===== src/rtl/twiddle_cmul_if.sv =====
// Handshake and data bundle for the twiddle complex multiplier.
// The slave modport is the multiplier's view; the master modport is the driver's view.
interface twiddle_cmul_if #(parameter int N = 16);
  logic signed [N-1:0] i_tw_re0, i_tw_re1, i_tw_re2, i_tw_re3;
  logic signed [N-1:0] i_tw_re4, i_tw_re5, i_tw_re6, i_tw_re7;
  logic signed [N-1:0] i_tw_im0, i_tw_im1, i_tw_im2, i_tw_im3;
  logic signed [N-1:0] i_tw_im4, i_tw_im5, i_tw_im6, i_tw_im7;
  logic                i_valid, o_ready;
  logic signed [N-1:0] i_re, i_im;
  logic [2:0]          i_k;
  logic                i_conj;
  logic                o_valid, i_ready;
  logic signed [N-1:0] o_re, o_im;
  logic [2:0]          o_k;
  logic                o_sat;

  modport slave (
    input  i_tw_re0, i_tw_re1, i_tw_re2, i_tw_re3, i_tw_re4, i_tw_re5, i_tw_re6, i_tw_re7,
    input  i_tw_im0, i_tw_im1, i_tw_im2, i_tw_im3, i_tw_im4, i_tw_im5, i_tw_im6, i_tw_im7,
    input  i_valid, i_re, i_im, i_k, i_conj, i_ready,
    output o_ready, o_valid, o_re, o_im, o_k, o_sat
  );
  modport master (
    output i_tw_re0, i_tw_re1, i_tw_re2, i_tw_re3, i_tw_re4, i_tw_re5, i_tw_re6, i_tw_re7,
    output i_tw_im0, i_tw_im1, i_tw_im2, i_tw_im3, i_tw_im4, i_tw_im5, i_tw_im6, i_tw_im7,
    output i_valid, i_re, i_im, i_k, i_conj, i_ready,
    input  o_ready, o_valid, o_re, o_im, o_k, o_sat
  );
endinterface


===== src/rtl/twiddle_cmul.sv =====
// Three-stage Q8.8 complex multiply by a selected twiddle (optionally conjugated),
// round-half-up and saturate, with a single global stall enable.
module twiddle_cmul #(parameter int N = 16) (
  input logic           i_clk,
  input logic           i_rst,
  twiddle_cmul_if.slave bus
);
  localparam int STAGES = 3;
  localparam int FRAC   = 8;
  localparam logic signed [2*N:0] RND  = (2*N+1)'(1) <<< (FRAC-1);
  localparam logic signed [2*N:0] MAXV = ((2*N+1)'(1) <<< (N-1)) - (2*N+1)'(1);
  localparam logic signed [2*N:0] MINV = -MAXV - (2*N+1)'(1);

  typedef struct packed {
    logic [N-1:0] ar, ai, wr, wi;
    logic         conj;
    logic [2:0]   k;
  } s1_t;

  typedef struct packed {
    logic [2*N-1:0] pr, pi, pa, pb;
    logic           conj;
    logic [2:0]     k;
  } s2_t;

  logic [STAGES:1]     vld_q;
  logic [STAGES:0]     vld_pipe;
  logic                adv;
  logic signed [N-1:0] tw_re, tw_im;
  s1_t                 s1;
  s2_t                 s2;
  logic signed [2*N:0] sum_re, sum_im;
  logic [N:0]          res_re, res_im;
  logic signed [N-1:0] re_q, im_q;
  logic [2:0]          k_q;
  logic                sat_q;

  assign vld_pipe    = {vld_q, bus.i_valid};
  assign adv         = !vld_q[STAGES] | bus.i_ready;
  assign bus.o_ready = adv;
  assign bus.o_valid = vld_q[STAGES];
  assign bus.o_re    = re_q;
  assign bus.o_im    = im_q;
  assign bus.o_k     = k_q;
  assign bus.o_sat   = sat_q;

  always_comb begin
    tw_re = bus.i_tw_re0;
    tw_im = bus.i_tw_im0;
    case (bus.i_k)
      3'd1: begin tw_re = bus.i_tw_re1; tw_im = bus.i_tw_im1; end
      3'd2: begin tw_re = bus.i_tw_re2; tw_im = bus.i_tw_im2; end
      3'd3: begin tw_re = bus.i_tw_re3; tw_im = bus.i_tw_im3; end
      3'd4: begin tw_re = bus.i_tw_re4; tw_im = bus.i_tw_im4; end
      3'd5: begin tw_re = bus.i_tw_re5; tw_im = bus.i_tw_im5; end
      3'd6: begin tw_re = bus.i_tw_re6; tw_im = bus.i_tw_im6; end
      3'd7: begin tw_re = bus.i_tw_re7; tw_im = bus.i_tw_im7; end
      default: ;
    endcase
  end

  // Returns {clamped, value}: round half toward +inf, then clamp to signed N bits.
  function automatic logic [N:0] rnd_sat(input logic signed [2*N:0] s);
    logic signed [2*N:0] r;
    r = (s + RND) >>> FRAC;
    if (r > MAXV)      return {1'b1, MAXV[N-1:0]};
    else if (r < MINV) return {1'b1, MINV[N-1:0]};
    else               return {1'b0, r[N-1:0]};
  endfunction

  always_comb begin
    if (s2.conj) begin
      sum_re = (2*N+1)'($signed(s2.pr)) + (2*N+1)'($signed(s2.pi));
      sum_im = (2*N+1)'($signed(s2.pa)) - (2*N+1)'($signed(s2.pb));
    end else begin
      sum_re = (2*N+1)'($signed(s2.pr)) - (2*N+1)'($signed(s2.pi));
      sum_im = (2*N+1)'($signed(s2.pa)) + (2*N+1)'($signed(s2.pb));
    end
    res_re = rnd_sat(sum_re);
    res_im = rnd_sat(sum_im);
  end

  always_ff @(posedge i_clk or posedge i_rst) begin
    if (i_rst) begin
      vld_q <= '0;
      s1    <= '0;
      s2    <= '0;
      re_q  <= '0;
      im_q  <= '0;
      k_q   <= '0;
      sat_q <= 1'b0;
    end else if (adv) begin
      vld_q   <= vld_pipe[STAGES-1:0];
      s1.ar   <= bus.i_re;
      s1.ai   <= bus.i_im;
      s1.wr   <= tw_re;
      s1.wi   <= tw_im;
      s1.conj <= bus.i_conj;
      s1.k    <= bus.i_k;
      s2.pr   <= (2*N)'($signed(s1.ar)) * (2*N)'($signed(s1.wr));
      s2.pi   <= (2*N)'($signed(s1.ai)) * (2*N)'($signed(s1.wi));
      s2.pa   <= (2*N)'($signed(s1.ai)) * (2*N)'($signed(s1.wr));
      s2.pb   <= (2*N)'($signed(s1.ar)) * (2*N)'($signed(s1.wi));
      s2.conj <= s1.conj;
      s2.k    <= s1.k;
      re_q    <= res_re[N-1:0];
      im_q    <= res_im[N-1:0];
      k_q     <= s2.k;
      // Bubbles in S2 must not raise the sticky flag.
      if (vld_pipe[2] && (res_re[N] || res_im[N])) sat_q <= 1'b1;
    end
  end
endmodule


===== src/flat_wrapper.sv =====
// flat-port wrapper written by rule: the top's interface ports become plain ports
module twiddle_cmul_flat 
#(parameter int N = 16)
  (i_clk, i_rst, bus_i_tw_re0, bus_i_tw_re1, bus_i_tw_re2, bus_i_tw_re3, bus_i_tw_re4, bus_i_tw_re5, bus_i_tw_re6, bus_i_tw_re7, bus_i_tw_im0, bus_i_tw_im1, bus_i_tw_im2, bus_i_tw_im3, bus_i_tw_im4, bus_i_tw_im5, bus_i_tw_im6, bus_i_tw_im7, bus_i_valid, bus_i_re, bus_i_im, bus_i_k, bus_i_conj, bus_i_ready, bus_o_ready, bus_o_valid, bus_o_re, bus_o_im, bus_o_k, bus_o_sat);
  twiddle_cmul_if #(.N(N)) bus_i ();
  input logic i_clk;
  input logic i_rst;
  input wire logic [$bits(bus_i.i_tw_re0)-1:0] bus_i_tw_re0;
  input wire logic [$bits(bus_i.i_tw_re1)-1:0] bus_i_tw_re1;
  input wire logic [$bits(bus_i.i_tw_re2)-1:0] bus_i_tw_re2;
  input wire logic [$bits(bus_i.i_tw_re3)-1:0] bus_i_tw_re3;
  input wire logic [$bits(bus_i.i_tw_re4)-1:0] bus_i_tw_re4;
  input wire logic [$bits(bus_i.i_tw_re5)-1:0] bus_i_tw_re5;
  input wire logic [$bits(bus_i.i_tw_re6)-1:0] bus_i_tw_re6;
  input wire logic [$bits(bus_i.i_tw_re7)-1:0] bus_i_tw_re7;
  input wire logic [$bits(bus_i.i_tw_im0)-1:0] bus_i_tw_im0;
  input wire logic [$bits(bus_i.i_tw_im1)-1:0] bus_i_tw_im1;
  input wire logic [$bits(bus_i.i_tw_im2)-1:0] bus_i_tw_im2;
  input wire logic [$bits(bus_i.i_tw_im3)-1:0] bus_i_tw_im3;
  input wire logic [$bits(bus_i.i_tw_im4)-1:0] bus_i_tw_im4;
  input wire logic [$bits(bus_i.i_tw_im5)-1:0] bus_i_tw_im5;
  input wire logic [$bits(bus_i.i_tw_im6)-1:0] bus_i_tw_im6;
  input wire logic [$bits(bus_i.i_tw_im7)-1:0] bus_i_tw_im7;
  input wire logic [$bits(bus_i.i_valid)-1:0] bus_i_valid;
  input wire logic [$bits(bus_i.i_re)-1:0] bus_i_re;
  input wire logic [$bits(bus_i.i_im)-1:0] bus_i_im;
  input wire logic [$bits(bus_i.i_k)-1:0] bus_i_k;
  input wire logic [$bits(bus_i.i_conj)-1:0] bus_i_conj;
  input wire logic [$bits(bus_i.i_ready)-1:0] bus_i_ready;
  output wire logic [$bits(bus_i.o_ready)-1:0] bus_o_ready;
  output wire logic [$bits(bus_i.o_valid)-1:0] bus_o_valid;
  output wire logic [$bits(bus_i.o_re)-1:0] bus_o_re;
  output wire logic [$bits(bus_i.o_im)-1:0] bus_o_im;
  output wire logic [$bits(bus_i.o_k)-1:0] bus_o_k;
  output wire logic [$bits(bus_i.o_sat)-1:0] bus_o_sat;
  assign bus_i.i_tw_re0 = bus_i_tw_re0;
  assign bus_i.i_tw_re1 = bus_i_tw_re1;
  assign bus_i.i_tw_re2 = bus_i_tw_re2;
  assign bus_i.i_tw_re3 = bus_i_tw_re3;
  assign bus_i.i_tw_re4 = bus_i_tw_re4;
  assign bus_i.i_tw_re5 = bus_i_tw_re5;
  assign bus_i.i_tw_re6 = bus_i_tw_re6;
  assign bus_i.i_tw_re7 = bus_i_tw_re7;
  assign bus_i.i_tw_im0 = bus_i_tw_im0;
  assign bus_i.i_tw_im1 = bus_i_tw_im1;
  assign bus_i.i_tw_im2 = bus_i_tw_im2;
  assign bus_i.i_tw_im3 = bus_i_tw_im3;
  assign bus_i.i_tw_im4 = bus_i_tw_im4;
  assign bus_i.i_tw_im5 = bus_i_tw_im5;
  assign bus_i.i_tw_im6 = bus_i_tw_im6;
  assign bus_i.i_tw_im7 = bus_i_tw_im7;
  assign bus_i.i_valid = bus_i_valid;
  assign bus_i.i_re = bus_i_re;
  assign bus_i.i_im = bus_i_im;
  assign bus_i.i_k = bus_i_k;
  assign bus_i.i_conj = bus_i_conj;
  assign bus_i.i_ready = bus_i_ready;
  assign bus_o_ready = bus_i.o_ready;
  assign bus_o_valid = bus_i.o_valid;
  assign bus_o_re = bus_i.o_re;
  assign bus_o_im = bus_i.o_im;
  assign bus_o_k = bus_i.o_k;
  assign bus_o_sat = bus_i.o_sat;
  twiddle_cmul #(.N(N)) u_core (.i_clk(i_clk), .i_rst(i_rst), .bus(bus_i));
endmodule

===== config.mk =====
export PLATFORM = sky130hd
export DESIGN_NAME = twiddle_cmul_flat
export DESIGN_NICKNAME = d
export VERILOG_FILES = /design/src/rtl/twiddle_cmul_if.sv /design/src/rtl/twiddle_cmul.sv /design/src/flat_wrapper.sv
export SDC_FILE = /design/constraint.sdc
export NUM_CORES = 2
export LEC_CHECK = 0
export CORE_MARGIN = 2
export CORE_UTILIZATION = 58
export CTS_CLUSTER_SIZE = 30
export DETAILED_ROUTE_END_ITERATION = 8
export GPL_ROUTABILITY_DRIVEN = 0
export PLACE_DENSITY = 0.8
export REMOVE_ABC_BUFFERS = 1
export SLEW_MARGIN = 10
export SYNTH_ARGS = -nofsm -noshare
export SYNTH_HDL_FRONTEND = slang
export SYNTH_SLANG_ARGS = --single-unit
export TNS_END_PERCENT = 1

===== constraint.sdc =====
create_clock -name i_clk -period 9.7 [get_ports i_clk]
set_input_delay 1.455 -clock i_clk [delete_from_list [all_inputs] [get_ports i_clk]]
set_output_delay 1.455 -clock i_clk [all_outputs]
set_load 0.05 [all_outputs]

Word level (Yosys, flattened, before mapping)
Cells that the tools add are included.

word-level totals
  register bits = 239
  bits of input ports = 296
  output and inout port bits = 38
  logic and storage cells = 51

cells by class
  $add $sub $neg = 6
  multiply operators = 4
  magnitude comparators = 4
  equality and inequality tests = 7
  multiplexer cells = 8
  bitwise logic cells = 1
  reductions and logical operators = 4

operators by type and width
  cell                     number
  $pmux W16 S7             2
  $mul A16 B16 Y32         4
  $mux W17                 4
  $add A32 B32 Y33         2
  $add A33 B9 Y33 const B  2
  $mux W33                 2
  $sub A32 B32 Y33         2
  $gt A25 B16 Y1 const B   2
  $lt A25 B16 Y1 const B   2
  $eq A3 B3 Y1 const B     4
  $eq A3 B2 Y1 const B     2
  $eq A3 B1 Y1 const B     1
  $reduce_and A2 Y1        1
  $logic_and A1 B1 Y1      1
  $logic_not A1 Y1         1
  $logic_or A1 B1 Y1       1
  $or A1 B1 Y1             1

Longest topological paths before layout
  depth in word-level cells = 9
  mapped depth = 29
  depth with buffers taken out = 28

Worst setup path before layout
No wires, ideal clock.

  path kind = register -> register
  start point = register u_core.s1[21] (netlist name)
  end point = register u_core.s2[131] (netlist name)
  data arrival time = 6.852 ns
  data required time = 9.563 ns
  setup slack = 2.711 ns
  stages on the path, launching flop included = 29
  buffers on the path = 1
  cells stage by stage = dfrtp_1 > clkbuf_1 > nand2_1 > fa_1 > inv_1 > fa_1 > inv_1 > fa_1 > fa_1 > inv_1 > fa_1 > inv_1 > fa_1 > inv_1 > ha_1 > a21o_1 > a21oi_1 > nor3b_1 > o21bai_1 > a31o_2 > a41oi_1 > a21oi_1 > a41oi_1 > nor4b_1 > o31ai_1 > a21oi_1 > a21oi_1 > xnor2_1 > a21oi_1

between the ends
  word-level cells in the longest chain between the ends = 1

RTL lines
  what                RTL line             RTL
  start: declaration  twiddle_cmul.sv:30   s1_t s1;
  $mul A16 B16 Y32    twiddle_cmul.sv:100  s2.pr <= (2*N)'($signed(s1.ar)) * (2*N)'($signed(s1.wr));
  end: declaration    twiddle_cmul.sv:31   s2_t s2;

No other way between the ends.
A chain may end at the register's enable or synchronous reset.

Worst setup path in the final report
  start point = register u_core.s1[56] (netlist name)
  end point = register u_core.s2[131] (netlist name)

Same word-level chain as after synthesis.

==> run_results.csv <==
group,metric,value,unit
drt,via_per_inst,5.78,
placed_design,port_buffers,333,
clock_network,post_cts.repair.setup_buffers,0,
synthesis,synth_flop_cell,"sky130_fd_sc_hd__dfrtp_1",
setup_path,cp_launch_type,"flop",
global_route,vias_in_the_first_global_route,46800,
synthesis,synth_top_area_share,37.8,%
worst_hold_path,worstHoldEndpoint,"u_core.s1[67]",
global_route,grt_met3_use,6.93,%
synthesis,yosys_warn_count,0,
drt,drtIter0Drc,3680,
die,core.rowCount,113,
timing,final_period_minus_worst_setup_slack,7.99,ns
global_route,grtUsageMet2,51.0,%
global_route,grt_max_degree,139,
synthesis,fraction_of_the_mapped_netlist_area_in_compound_gates,9.20,%
setup_path,worst-setup-path-type,"reg2reg",
setup_path,worst_r2r_startpoint,"u_core.s1[56]",
synthesis,yosysMostFrequentCell,"sky130_fd_sc_hd__inv_1",
global_route,initial_antenna_violation_count,9,
clock_network,cts.path.max_buffers,3,
setup_path,reg2reg_slack,1.71,ns
global_route,grt_remaining_overflow,0,
synthesis,synthesized_area_fraction_occupied_by_adder_cells,46.8,%
timing,max_freq,125,MHz
drt,drtAntennaViolNets,0,
setup_path,cp.arrival,8.41,ns
worst_hold_path,holdCritStartpoint,"u_core.s1[67]",
drt,drt-total-wl,153000,microns
drt,route.detailed.wl_per_inst,19.8,microns
clock_network,cts.sinks,239,
run_status,run_status,"completed",
timing,rsz_0062_raised_after_global_routing,"no",
die,coreArea,94900,sq um
clock_network,clock_latency,0.59,ns
synthesis,synth_largest_area_cell,"sky130_fd_sc_hd__fa_1",
clock_network,clock_tree.root_cell,"sky130_fd_sc_hd__clkbuf_16",
setup_path,worst_path_largest_cell_delay,0.69,ns
drt,drc_errors,0,
synthesis,yosys.area_share.simple,16.9,%
die,floorplan.die.height,313,microns
global_route,grt_first_pass_wirelength,249000,microns
die,number_of_top_level_pins,334,
timing,clock_skew,0.0353,ns
final_layout,net_count_final,8165,
flow_run,max_cap_violations,0,
die,die_area,98100,sq um
drt,vias,44600,
synthesis,netlist_area,55400,sq um
synthesis,syn_inst,6285,
clock_network,cts_tree,"yes",
die,floorplan.initialDensity,58.4,%
placed_design,detailedPlacementHpwl,123000,microns
drt,drt_pass1_iterations,6,
timing,timing.final.max_slew_violations,0,
timing,worst-slew-pin-transition,1.11,ns
synthesis,synth.mux.area_fraction,1.62,%
synthesis,flop_and_latch_count_out_of_synthesis,239,
final_layout,proportion_of_layout_cells_with_a_drive_suffix_above_1,4.02,%
final_layout,n_fill_cell,7618,
synthesis,synth_top_family_by_area,"adder cells",
placed_design,preCtsSetupSlack,1.93,ns
clock_network,numCtsBuffers,35,
global_route,busiest_layer,"met2",
timing,setup_slack,1.71,ns
setup_path,critical-path-top-cell-by-count,"sky130_fd_sc_hd__fa_1",
setup_path,worstReg2RegEnd,"u_core.s2[131]",
synthesis,synth.cells.most_frequent,"sky130_fd_sc_hd__inv_1 (1,171), sky130_fd_sc_hd__fa_1 (1,048), sky130_fd_sc_hd__nand2_1 (938), sky130_fd_sc_hd__and2_1 (412), sky130_fd_sc_hd__ha_1 (397)",
timing,layout_worst_path_cycle_share,82.4,%
timing,number_of_endpoints_with_negative_hold_slack_in_the_final_report,0,
clock_network,cts_resized,0,
synthesis,synth_area_leaders,"sky130_fd_sc_hd__fa_1 (38%), sky130_fd_sc_hd__dfrtp_1 (11%), sky130_fd_sc_hd__ha_1 (9.0%)",
timing,report.final.setup_viol,0,
clock_network,post_cts_hold_buffer_count,0,
synthesis,yosysUniqueCellTypes,112,
final_layout,syn_to_final_growth,10.1,%
setup_path,critical_path_required,10.12,ns
timing,setup_tns,0,ns
global_route,grt_use_total,32.3,%
final_layout,fin_util,64.3,%
synthesis,postSynthAreaPerCell,8.82,sq um
setup_path,worst_path_max_delay_cell,"sky130_fd_sc_hd__dfrtp_1",
worst_hold_path,min_delay_path_depth,2,
worst_hold_path,hold_path.class,"reg2reg",
synthesis,synth.yosys.seq_area_share,10.8,%
die,dieWidth,313,microns
timing,slew_headroom,25.1,%
clock_network,path_clk_slew,0.06,ns
global_route,grt_util_met1,40.9,%
setup_path,critical_path_peak_fanout,17,
synthesis,synth_enable_flop_cells,0,
setup_path,reg2regPathDepth,28,
clock_network,htree_levels,2,
synthesis,synth_async_sr_flop_share,100,%
synthesis,yosys.area_share.xor_xnor,4.41,%
setup_path,endpoint_kind,"flop",
[registers in the layout (all words and copies together) (netlist names)]
register and count:
u_core.s2 132, u_core.s1 68, u_core.bus.o_im 16, u_core.bus.o_re 16, u_core.bus.o_k 3, u_core.vld_q 3, u_core.bus.o_sat 1
[stage by stage]
step                      hold WS, ns  instances  cell area (sq um)
after floorplan                 0.439       5970              54200
after global placement          0.449       7652              59800
after detailed placement        0.455       7652              59800
after CTS                       0.468       7714              61000
after global routing            0.492       7718              61000
final                           0.465       7718              61000
[cells in the final DEF (no fill, tap or decap), types with 19 or more instances in the layout]
cell,Yosys,routed
sky130_fd_sc_hd__inv_1,1171,1169
sky130_fd_sc_hd__fa_1,1048,1048
sky130_fd_sc_hd__nand2_1,938,938
sky130_fd_sc_hd__and2_1,412,412
sky130_fd_sc_hd__ha_1,397,397
sky130_fd_sc_hd__clkdlybuf4s50_1,0,330
sky130_fd_sc_hd__a21oi_1,293,293
sky130_fd_sc_hd__nor2_1,280,280
sky130_fd_sc_hd__dfrtp_1,239,238
sky130_fd_sc_hd__xnor2_1,169,169
sky130_fd_sc_hd__o21ai_0,143,143
sky130_fd_sc_hd__xor2_1,108,108
sky130_fd_sc_hd__nand2b_1,85,85
sky130_fd_sc_hd__buf_4,3,81
sky130_fd_sc_hd__nor3_1,52,52
sky130_fd_sc_hd__nand3_1,50,50
sky130_fd_sc_hd__a21o_1,47,47
sky130_fd_sc_hd__a31oi_1,44,44
sky130_fd_sc_hd__clkbuf_16,0,35
sky130_fd_sc_hd__mux2i_1,30,30
sky130_fd_sc_hd__a211oi_1,28,28
sky130_fd_sc_hd__nand4_1,24,24
sky130_fd_sc_hd__mux4_2,23,23
sky130_fd_sc_hd__or3_1,21,21
sky130_fd_sc_hd__a221oi_1,21,21
sky130_fd_sc_hd__and3_1,20,20
sky130_fd_sc_hd__o21a_1,19,19
sky130_fd_sc_hd__nor2b_1,20,19
sky130_fd_sc_hd__o211ai_1,19,19
sky130_fd_sc_hd__o21bai_1,19,19
[per-layer routing]
metal | vias to the layer above | part of all wire [%]
li1 | 19700 | -
met1 | 22200 | 37
met2 | 2182 | 46
met3 | 468 | 9.6
met4 | 4 | 7.6
met5 | - | 0.017
[worst max path at each step]
stage,startpoint,end,slack (ns),cells after the start
after floorplan,bus_i_ready,bus_o_ready,-7.22,2
after global routing,u_core.s1[56],u_core.s2[131],1.21,28
after global placement,u_core.s1[56],u_core.s2[131],2.05,28
after CTS,u_core.s1[56],u_core.s2[131],1.89,28
final,u_core.s1[56],u_core.s2[131],1.71,28
after detailed placement,u_core.s1[56],u_core.s2[131],1.93,28
[cell families (layout without fill, tap and decap cells)]
family / Yosys count / count (layout)
AO/OA/AOI/OAI: 790 / 790
XOR/XNOR: 278 / 278
adder cells (fa/ha/maj): 1445 / 1445
buffers and inverters: 1487 / 1651
flip-flops: 239 / 239
multiplexers: 60 / 60
other: 0 / 4
AND/OR/NAND/NOR: 1986 / 1986
[cell type report]
cell class                 count  area (sq um)  area share, %
antenna                        4          10.0         0.0164
clock buffer                  50          1020           1.68
clock inverter                12           223          0.365
inverter                    1172          4410           7.23
multi-input combinational   4559         43800           71.8
sequential                   239          5980           9.80
tap                         1265          1580           2.59
timing repair buffer         417          4000           6.56
[critical path: cells and delay by family, from the launching register on]
kind                       cells  cell delay (ns)
AOI/OAI and AO/OA             11             2.46
xor gates and xnor gates       1             0.16
DFF                            1             0.69
buffers and inverters          6             0.64
and+or+nand+nor                3             0.85
adders and majority gates      7             3.04
Power is left out: the tool's default activity adds up to more than one toggle a clock period on the data nets, which glitch-free logic cannot reach.
